**src/rtl/aud_ctrl_pkg.sv**
```systemverilog
// Shared types for the audio record/playback sequencer: FSM state codes,
// command-pulse bundle and clip region address helper.
package aud_ctrl_pkg;

  typedef enum logic [2:0] {
    ST_INIT       = 3'd0,
    ST_IDLE       = 3'd1,
    ST_RECD       = 3'd2,
    ST_RECD_PAUSE = 3'd3,
    ST_PLAY       = 3'd4,
    ST_PLAY_PAUSE = 3'd5
  } state_t;

  typedef struct packed {
    logic rec_start;
    logic rec_pause;
    logic rec_stop;
    logic play_start;
    logic play_pause;
    logic play_stop;
  } cmd_t;

  // Base word address of a clip region: the clip index occupies the top address bits.
  function automatic logic [31:0] region_base(input logic [31:0] clip, input int unsigned shift);
    return clip << shift;
  endfunction

endpackage

```
**src/rtl/aud_clip_table.sv**
```systemverilog
// Per-clip register file holding {valid, last recorded address}.
// Registered write port, combinational read port, synchronous clear.
module aud_clip_table
  import aud_ctrl_pkg::*;
#(
  parameter int unsigned ADDR_W  = 20,
  parameter int unsigned N_CLIPS = 4,
  parameter int unsigned CLIP_W  = 2
) (
  input  logic              i_clk,
  input  logic              i_rst,
  input  logic              i_wr_en,
  input  logic [CLIP_W-1:0] i_wr_idx,
  input  logic [ADDR_W-1:0] i_wr_end,
  input  logic              i_wr_valid,
  input  logic [CLIP_W-1:0] i_rd_idx,
  output logic [ADDR_W-1:0] o_rd_end,
  output logic              o_rd_valid
);

  logic [ADDR_W:0] mem [N_CLIPS];

  always_ff @(posedge i_clk) begin
    if (i_rst) begin
      for (int i = 0; i < int'(N_CLIPS); i++) mem[i] <= '0;
    end else if (i_wr_en) begin
      mem[i_wr_idx] <= {i_wr_valid, i_wr_end};
    end
  end

  assign o_rd_end   = mem[i_rd_idx][ADDR_W-1:0];
  assign o_rd_valid = mem[i_rd_idx][ADDR_W];

endmodule

```
**src/rtl/aud_clip_ctrl.sv**
```systemverilog
// Record/playback sequencer for the WM8731 audio path: clip regions, command pulses,
// I2C init hold and SRAM direction. Macro AUD_CLIP_CTRL_LOOP_EN enables seamless loop playback.
module aud_clip_ctrl
  import aud_ctrl_pkg::*;
#(
  parameter  int unsigned ADDR_W    = 20,
  parameter  int unsigned N_CLIPS   = 4,
  parameter  int unsigned INIT_HOLD = 2048,
  localparam int unsigned CLIP_W    = $clog2(N_CLIPS)
) (
  input  logic              i_clk,
  input  logic              i_rst,
  input  logic              i_key_rec,
  input  logic              i_key_play,
  input  logic              i_key_stop,
  input  logic [CLIP_W-1:0] i_clip_sel,
  input  logic              i_init_fin,
  input  logic [ADDR_W-1:0] i_rec_addr,
  input  logic              i_play_fin,
  output logic              o_init_start,
  output logic              o_rec_start,
  output logic              o_rec_pause,
  output logic              o_rec_stop,
  output logic              o_play_start,
  output logic              o_play_pause,
  output logic              o_play_stop,
  output logic              o_play_en,
  output logic [ADDR_W-1:0] o_clip_base,
  output logic [ADDR_W-1:0] o_clip_end,
  output logic              o_sram_wr,
  output logic              o_err,
  output logic [2:0]        o_state
);

  localparam int unsigned SHIFT      = ADDR_W - CLIP_W;
  localparam int unsigned INIT_CNT_W = (INIT_HOLD > 1) ? $clog2(INIT_HOLD) : 1;
  localparam logic [ADDR_W-1:0] REGION_LAST = {{CLIP_W{1'b0}}, {SHIFT{1'b1}}};

  state_t                state;
  cmd_t                  cmd_q;
  logic [CLIP_W-1:0]     clip_q;
  logic [INIT_CNT_W-1:0] init_cnt;

  logic [CLIP_W-1:0] rd_idx_c;
  logic [ADDR_W-1:0] rd_end_c;
  logic              rd_valid_c;
  logic [ADDR_W-1:0] base_sel_c;
  logic              full_c;
  logic              rec_done_c;
  logic              wr_valid_c;

  // In IDLE the table is looked up on the selector so a play decision sees the target clip.
  always_comb begin
    rd_idx_c   = (state == ST_IDLE) ? i_clip_sel : clip_q;
    base_sel_c = ADDR_W'(region_base(32'(i_clip_sel), SHIFT));
    full_c     = (i_rec_addr == (o_clip_base + REGION_LAST));
    rec_done_c = ((state == ST_RECD) && (i_key_stop || full_c)) ||
                 ((state == ST_RECD_PAUSE) && i_key_stop);
    wr_valid_c = (i_rec_addr != o_clip_base);
  end

  aud_clip_table #(
    .ADDR_W (ADDR_W),
    .N_CLIPS(N_CLIPS),
    .CLIP_W (CLIP_W)
  ) u_table (
    .i_clk     (i_clk),
    .i_rst     (i_rst),
    .i_wr_en   (rec_done_c),
    .i_wr_idx  (clip_q),
    .i_wr_end  (i_rec_addr),
    .i_wr_valid(wr_valid_c),
    .i_rd_idx  (rd_idx_c),
    .o_rd_end  (rd_end_c),
    .o_rd_valid(rd_valid_c)
  );

  always_ff @(posedge i_clk) begin
    if (i_rst) begin
      state        <= ST_INIT;
      cmd_q        <= '0;
      clip_q       <= '0;
      init_cnt     <= '0;
      o_init_start <= 1'b1;
      o_play_en    <= 1'b0;
      o_sram_wr    <= 1'b0;
      o_err        <= 1'b0;
      o_clip_base  <= '0;
      o_clip_end   <= '0;
    end else begin
      cmd_q <= '0;
      o_err <= 1'b0;

      if (init_cnt == INIT_CNT_W'(INIT_HOLD - 1)) o_init_start <= 1'b0;
      else init_cnt <= init_cnt + INIT_CNT_W'(1);

      case (state)
        ST_INIT: begin
          if (i_init_fin) state <= ST_IDLE;
        end
        ST_IDLE: begin
          if (i_key_stop) begin
            state <= ST_IDLE;
          end else if (i_key_rec) begin
            clip_q          <= i_clip_sel;
            o_clip_base     <= base_sel_c;
            o_clip_end      <= rd_end_c;
            cmd_q.rec_start <= 1'b1;
            o_sram_wr       <= 1'b1;
            state           <= ST_RECD;
          end else if (i_key_play) begin
            if (rd_valid_c) begin
              clip_q           <= i_clip_sel;
              o_clip_base      <= base_sel_c;
              o_clip_end       <= rd_end_c;
              cmd_q.play_start <= 1'b1;
              o_play_en        <= 1'b1;
              state            <= ST_PLAY;
            end else begin
              o_err <= 1'b1;
            end
          end
        end
        ST_RECD: begin
          if (rec_done_c) begin
            cmd_q.rec_stop <= 1'b1;
            o_clip_end     <= i_rec_addr;
            o_sram_wr      <= 1'b0;
            state          <= ST_IDLE;
          end else if (i_key_rec) begin
            cmd_q.rec_pause <= 1'b1;
            o_sram_wr       <= 1'b0;
            state           <= ST_RECD_PAUSE;
          end
        end
        ST_RECD_PAUSE: begin
          if (rec_done_c) begin
            cmd_q.rec_stop <= 1'b1;
            o_clip_end     <= i_rec_addr;
            state          <= ST_IDLE;
          end else if (i_key_rec) begin
            cmd_q.rec_start <= 1'b1;
            o_sram_wr       <= 1'b1;
            state           <= ST_RECD;
          end
        end
        ST_PLAY: begin
          if (i_key_stop) begin
            cmd_q.play_stop <= 1'b1;
            o_play_en       <= 1'b0;
            state           <= ST_IDLE;
          end else if (i_play_fin) begin
`ifdef AUD_CLIP_CTRL_LOOP_EN
            cmd_q.play_start <= 1'b1;
`else
            cmd_q.play_stop <= 1'b1;
            o_play_en       <= 1'b0;
            state           <= ST_IDLE;
`endif
          end else if (i_key_play) begin
            cmd_q.play_pause <= 1'b1;
            o_play_en        <= 1'b0;
            state            <= ST_PLAY_PAUSE;
          end
        end
        ST_PLAY_PAUSE: begin
          if (i_key_stop) begin
            cmd_q.play_stop <= 1'b1;
            state           <= ST_IDLE;
          end else if (i_key_play) begin
            cmd_q.play_start <= 1'b1;
            o_play_en        <= 1'b1;
            state            <= ST_PLAY;
          end
        end
        default: begin
          o_play_en <= 1'b0;
          o_sram_wr <= 1'b0;
          state     <= ST_INIT;
        end
      endcase
    end
  end

  assign o_rec_start  = cmd_q.rec_start;
  assign o_rec_pause  = cmd_q.rec_pause;
  assign o_rec_stop   = cmd_q.rec_stop;
  assign o_play_start = cmd_q.play_start;
  assign o_play_pause = cmd_q.play_pause;
  assign o_play_stop  = cmd_q.play_stop;
  assign o_state      = state;

endmodule

```
**config.mk**
```make
export PLATFORM = sky130hd
export DESIGN_NAME = aud_clip_ctrl
export DESIGN_NICKNAME = d
export VERILOG_FILES = /design/src/rtl/aud_ctrl_pkg.sv /design/src/rtl/aud_clip_table.sv /design/src/rtl/aud_clip_ctrl.sv
export SDC_FILE = /design/constraint.sdc
export NUM_CORES = 1
export LEC_CHECK = 0
export BUFFER_PORTS_ARGS = -buffer_cell sky130_fd_sc_hd__clkbuf_2
export CORE_ASPECT_RATIO = 1.5
export CORE_UTILIZATION = 58
export DETAILED_ROUTE_END_ITERATION = 12
export HOLD_SLACK_MARGIN = 0.05
export PLACE_DENSITY = 0.89
export SETUP_SLACK_MARGIN = 0.02
export SLEW_MARGIN = 20
export SYNTH_ARGS = -nofsm -noshare
export SYNTH_HDL_FRONTEND = slang
export SYNTH_SLANG_ARGS = --single-unit
```
**constraint.sdc**
```tcl
create_clock -name i_clk -period 2.53 [get_ports i_clk]
set_input_delay 0.1265 -clock i_clk [delete_from_list [all_inputs] [get_ports i_clk]]
set_output_delay 0.1265 -clock i_clk [all_outputs]
set_load 0.01 [all_outputs]
```
* Word level (Yosys, flattened, before mapping) *
Memories as Yosys holds them, arrays and structs flattened.
Cells that the tools add are included.

operators by class
  bitwise logic cells = 8
  reductions and logical operators = 21
  add/subtract/negate cells = 2
  equality and inequality tests = 25
  muxes and demuxes = 68

operator list
  kind                      number
  $mux W20                  8
  $mux W3                   14
  $pmux W20 S2              1
  $mux W1                   33
  $mux W21                  1
  $reduce_or A21 Y1         1
  $add A20 B18 Y20 const B  1
  $eq A20 B20 Y1            1
  $ne A20 B20 Y1            1
  $pmux W3 S6               1
  $ne A2 B2 Y1 const B      8
  $ne A3 B3 Y1 const B      5
  $ne A4 B4 Y1 const B      3
  $add A11 B1 Y11 const B   1
  $eq A11 B11 Y1 const B    1
  $mux W2                   5
  $not A1 Y1                8
  $pmux W1 S4               2
  $reduce_and A4 Y1         2
  $reduce_and A8 Y1         1
  $reduce_and A7 Y1         1
  $eq A3 B2 Y1 const B      2
  $eq A3 B3 Y1 const B      2
  $pmux W1 S2               3
  other kinds (11)          18

storage, ports and cells
  memories = 1
  logic and storage cells = 140
  register bits = 66
  RAM bits = 84
  output and inout port bits = 53

memory list
  memory       depth  width  rd ports  clocked after memory_dff  write ports  RTL line              source
  u_table.mem  4      21     1         0                         4            aud_clip_table.sv:21  logic [ADDR_W:0] mem [N_CLIPS];

* Depth between registers and ports, before layout *
  depth in word-level cells = 10
  gate-level depth with buffers = 7

* Cells and area by module *
Synthesis repeated with hierarchy kept, for this count alone.

second synthesis, totals
  cells, all modules = 491
  area, all modules = 6217.2 sq um

by module, submodules not included
  module          area an instance (sq um)  cells an instance  instances
  aud_clip_table  3728.6                    211                1
  aud_clip_ctrl   2488.6                    280                1

* Worst setup path before layout *
No wires, ideal clock.

  path type = reg-to-reg
  start = register clip_q[1]
  end = memory u_table.mem[1][0] (netlist name), enable pin
  arrival time = 2076 ps
  cell stages (with the launch flop) = 7
  setup slack = 105 ps
  setup time = 349 ps
  buffers on the path = 1
  required time = 2181 ps
  path through = dfxtp_1 -> buf_2 -> xnor2_1 -> nor4bb_1 -> a21boi_2 -> nor4b_4 -> or2_2

RTL lines
  element                 RTL line              source
  start, declared         aud_clip_ctrl.sv:41   logic [CLIP_W-1:0] clip_q;
  start signal, assigned  aud_clip_ctrl.sv:105  clip_q <= i_clip_sel;
  start signal, assigned  aud_clip_ctrl.sv:113  clip_q <= i_clip_sel;
  end, declared           aud_clip_table.sv:21

==> flow_metrics.py <==
metrics = {
    "clock_tree": {
        "cts_buffer_depth": 2,
        "clkSlewWorstSetupHoldPaths_ns": 0.06,
        "cts_tree": "built",
        "h-tree-depth": 4,
        "clock_latency_ns": 0.41,
        "cts_buffers": 17,
        "cts_root_buf": "clkbuf_16",
        "cts_sinks": 130,
    },
    "logic_synthesis": {
        "synth-main-ff-cell": "edfxtp_1",
        "syn-cell-area_um2": 6060,
        "synthCells": 579,
        "synth_area_per_cell_um2": 10.5,
        "netlist.area_leader.share": 0.416,
        "ys_seq_area_frac": 0.568,
        "synth_edf_count": 84,
        "synth.most_common_cell": "nand2_1",
        "yosysTopAreaCell": "edfxtp_1",
        "yosysUniqueCellTypes": 53,
        "synthTopCellsByCount": "nand2_1, edfxtp_1, and2_1",
        "yosys_register_bits": 130,
        "synth_area_leaders": "edfxtp_1, dfxtp_1, and2_1, nand2_1, a32o_1",
        "yosysWarnings": 0,
        "synth-async-reset-ratio": 0,
    },
    "timing": {
        "tightestPinTransition_ns": 0.834,
        "slew-limit-headroom": 0.444,
        "skew_ns": 0.00884,
        "period_needed_ns": 2.36,
        "fin_setup_tns_ns": 0,
        "max_freq_mhz": 423,
        "drv_slew": 0,
        "worst_hold_slack_ns": 0.0974,
        "hold_violations": 0,
        "rsz0062_at_grt": "false",
        "fin_crit_sh": 0.934,
        "setup_viol": 0,
        "layout_setup_ws_ns": 0.168,
    },
    "placed_design": {
        "dp.cells": 745,
        "dp_hpwl_um": 9330,
        "placed_cell_area_um2": 6550,
        "place.gp.congestion": 0.895,
        "port-buffer-count": 63,
        "dp_worst_setup_slack_ns": 0.143,
    },
    "hold_path": {
        "hold_class": "input pin to flip-flop",
    },
    "cells_and_area": {
        "syn2layout_area_growth_pct": 18.6,
        "n_antenna_cell": 0,
        "fill_cells": 674,
        "fin_area_um2": 7190,
        "drive_gt1_frac": 0.201,
        "layout.nets": 680,
        "layout.cells.non_filler": 780,
    },
    "setup_path": {
        "cp_data_arrival_time_ns": 2.48,
        "ff2ff_path_depth": 6,
        "worstSetupStartpoint": "o_state[2]$_SDFFE_PP0P_",
        "crit_type": "flip-flop to flip-flop",
        "endpoint": "u_table.mem[0][3]$_SDFFCE_PN0P_",
        "crit_fanout": 15,
        "critPathLaunchType": "flip-flop",
        "critPathCaptureType": "flip-flop",
        "rr_startpoint": "o_state[2]$_SDFFE_PP0P_",
        "worstPathRequired_ns": 2.65,
        "worstReg2RegEnd": "u_table.mem[0][3]$_SDFFCE_PN0P_",
        "worst-r2r-setup-slack_ns": 0.17,
    },
    "routing": {
        "vias": 4784,
        "routed_wl_um": 14800,
        "drc": 0,
        "wl_per_cell_um": 19.0,
        "dr.first_iter.drc_count": 490,
        "via_per_inst": 6.13,
        "firstDrtPassIters": 5,
        "postRouteAntennaNets": 0,
    },
    "floorplanning": {
        "core_area_um2": 10100,
        "rows": 45,
        "die_w_um": 85.5,
        "io_pins": 82,
        "dieHeight_um": 127,
        "die_area_um2": 10900,
        "start_util": 0.598,
    },
    "global_route": {
        "antenna_found_initial": 0,
        "grt_max_degree": 41,
        "grt_pass1_wl_um": 23700,
        "grt_pass1_vias": 4876,
        "grt.total_usage": 0.291,
        "grt_remaining_overflow": 0,
    },
    "pwr": {
        "p_sw_mw": 1.46,
        "power.density_nw_per_um2": 798,
        "comb_power_share": 0.145,
        "p_int_mw": 4.27,
        "seqPwrFrac": 0.419,
        "p_sw_frac": 0.255,
        "leakagePower_nw": 2.82,
        "clkPwrFrac": 0.436,
        "ir_worst_vdd_mv": 0.582,
    },
    "run": {
        "cap_violations": 0,
    },
    "run_status": {
        "status": "finished clean",
    },
}
cell type report:
cell class	count	area [um^2]	share of cell area
clock buffer	22	474	0.0659
clock inverter	10	133	0.0184
inverter	4	15.0	0.00209
multi-input combinational	407	2400	0.334
sequential	130	3440	0.479
tap	117	146	0.0204
timing repair buffer	90	576	0.0800
worst min path at each step:
stage                                         start                               end  slack, ns  cells after the start
after global placement    o_init_start$_SDFFE_PP1N_         o_init_start$_SDFFE_PP1N_       0.43                      1
after detailed placement  o_init_start$_SDFFE_PP1N_         o_init_start$_SDFFE_PP1N_       0.45                      1
after global routing                 i_rec_addr[12]  u_table.mem[1][12]$_SDFFCE_PN0P_       0.09                      2
after floorplan                       i_clip_sel[0]            clip_q[0]$_SDFFE_PP0P_       0.27                      2
final                                    i_play_fin            o_play_stop$_SDFF_PP0_        0.1                      3
after CTS                                i_play_fin            o_play_stop$_SDFF_PP0_       0.05                      3
worst max-delay path: stages, from the launching register on:
cell,delay [ns]
dfxtp_1,0.31
or3b_1,0.45
nor4_4,0.36
a21boi_2,0.21
nor4_2,0.24
or2_2,0.30
buf_12,0.19
per-layer routing:
| layer | vias to the layer above | track usage | share of wire |
|---|---|---|---|
| li1 | 2174 | - | - |
| met1 | 2296 | 0.319 | 0.36 |
| met2 | 265 | 0.512 | 0.53 |
| met3 | 49 | 0.0762 | 0.075 |
| met4 | 0 | 0.152 | 0.032 |
| met5 | - | 0 | 0 |
registers in the layout, summed over array words and instances, names as in the netlist:
| signal | count |
|---|---|
| u_table.mem | 84 |
| o_clip_end | 20 |
| init_cnt | 11 |
| o_state | 3 |
| clip_q | 2 |
| o_err | 1 |
| o_init_start | 1 |
| o_play_en | 1 |
| o_play_pause | 1 |
| o_play_start | 1 |
| o_play_stop | 1 |
| o_rec_pause | 1 |
| o_rec_start | 1 |
| o_rec_stop | 1 |
| o_sram_wr | 1 |
power by group through the flow:
stage	Combinational [mW]	Clock [mW]	Sequential [mW]
floorplan	0.504	0	2.46
global placement	0.785	0	2.44
detailed placement	0.818	0	2.44
CTS	0.826	2.50	2.40
global route	0.912	2.60	2.41
finish	0.833	2.50	2.40
timing repair:
item | 4_1_cts | 5_1_grt
hold endpoints to repair | 3 | 0
hold buffers | 3 | 0
setup buffers | 0 | 0
resized for setup | 0 | 1
setup endpoints to repair | 0 | 15
per-stage QoR:
step | utilization | power (mW)
6_report | 0.710 | 5.73
5_1_grt | 0.710 | 5.92
4_1_cts | 0.709 | 5.73
3_5_place_dp | 0.646 | 3.26
3_3_place_gp | 0.646 | 3.22
2_1_floorplan | - | 2.96
cell usage in the layout, fill, tap and decap left out, drive strengths merged, types with 7 or more instances in the layout:
| cell type | n |
|---|---|
| and2 | 81 |
| dfxtp | 46 |
| nor3 | 8 |
| edfxtp | 84 |
| conb | 18 |
| nand4 | 7 |
| a32o | 20 |
| nand3 | 28 |
| a21oi | 12 |
| clkbuf | 85 |
| nor2 | 42 |
| a31oi | 20 |
| buf | 24 |
| nor4 | 7 |
| nand2 | 96 |
kinds of logic after synthesis:
kind of cell | synth area share
AND/OR/NAND/NOR | 0.257
flip-flops | 0.568
AO/OA/AOI/OAI | 0.0908
buffers and inverters | 0.0512
multiplexers | 0.0192
XOR/XNOR | 0.0116
adder cells (fa/ha/maj) | 0.00206
other | 0.000619
No activity file was read; power rests on OpenSTA's default activity.
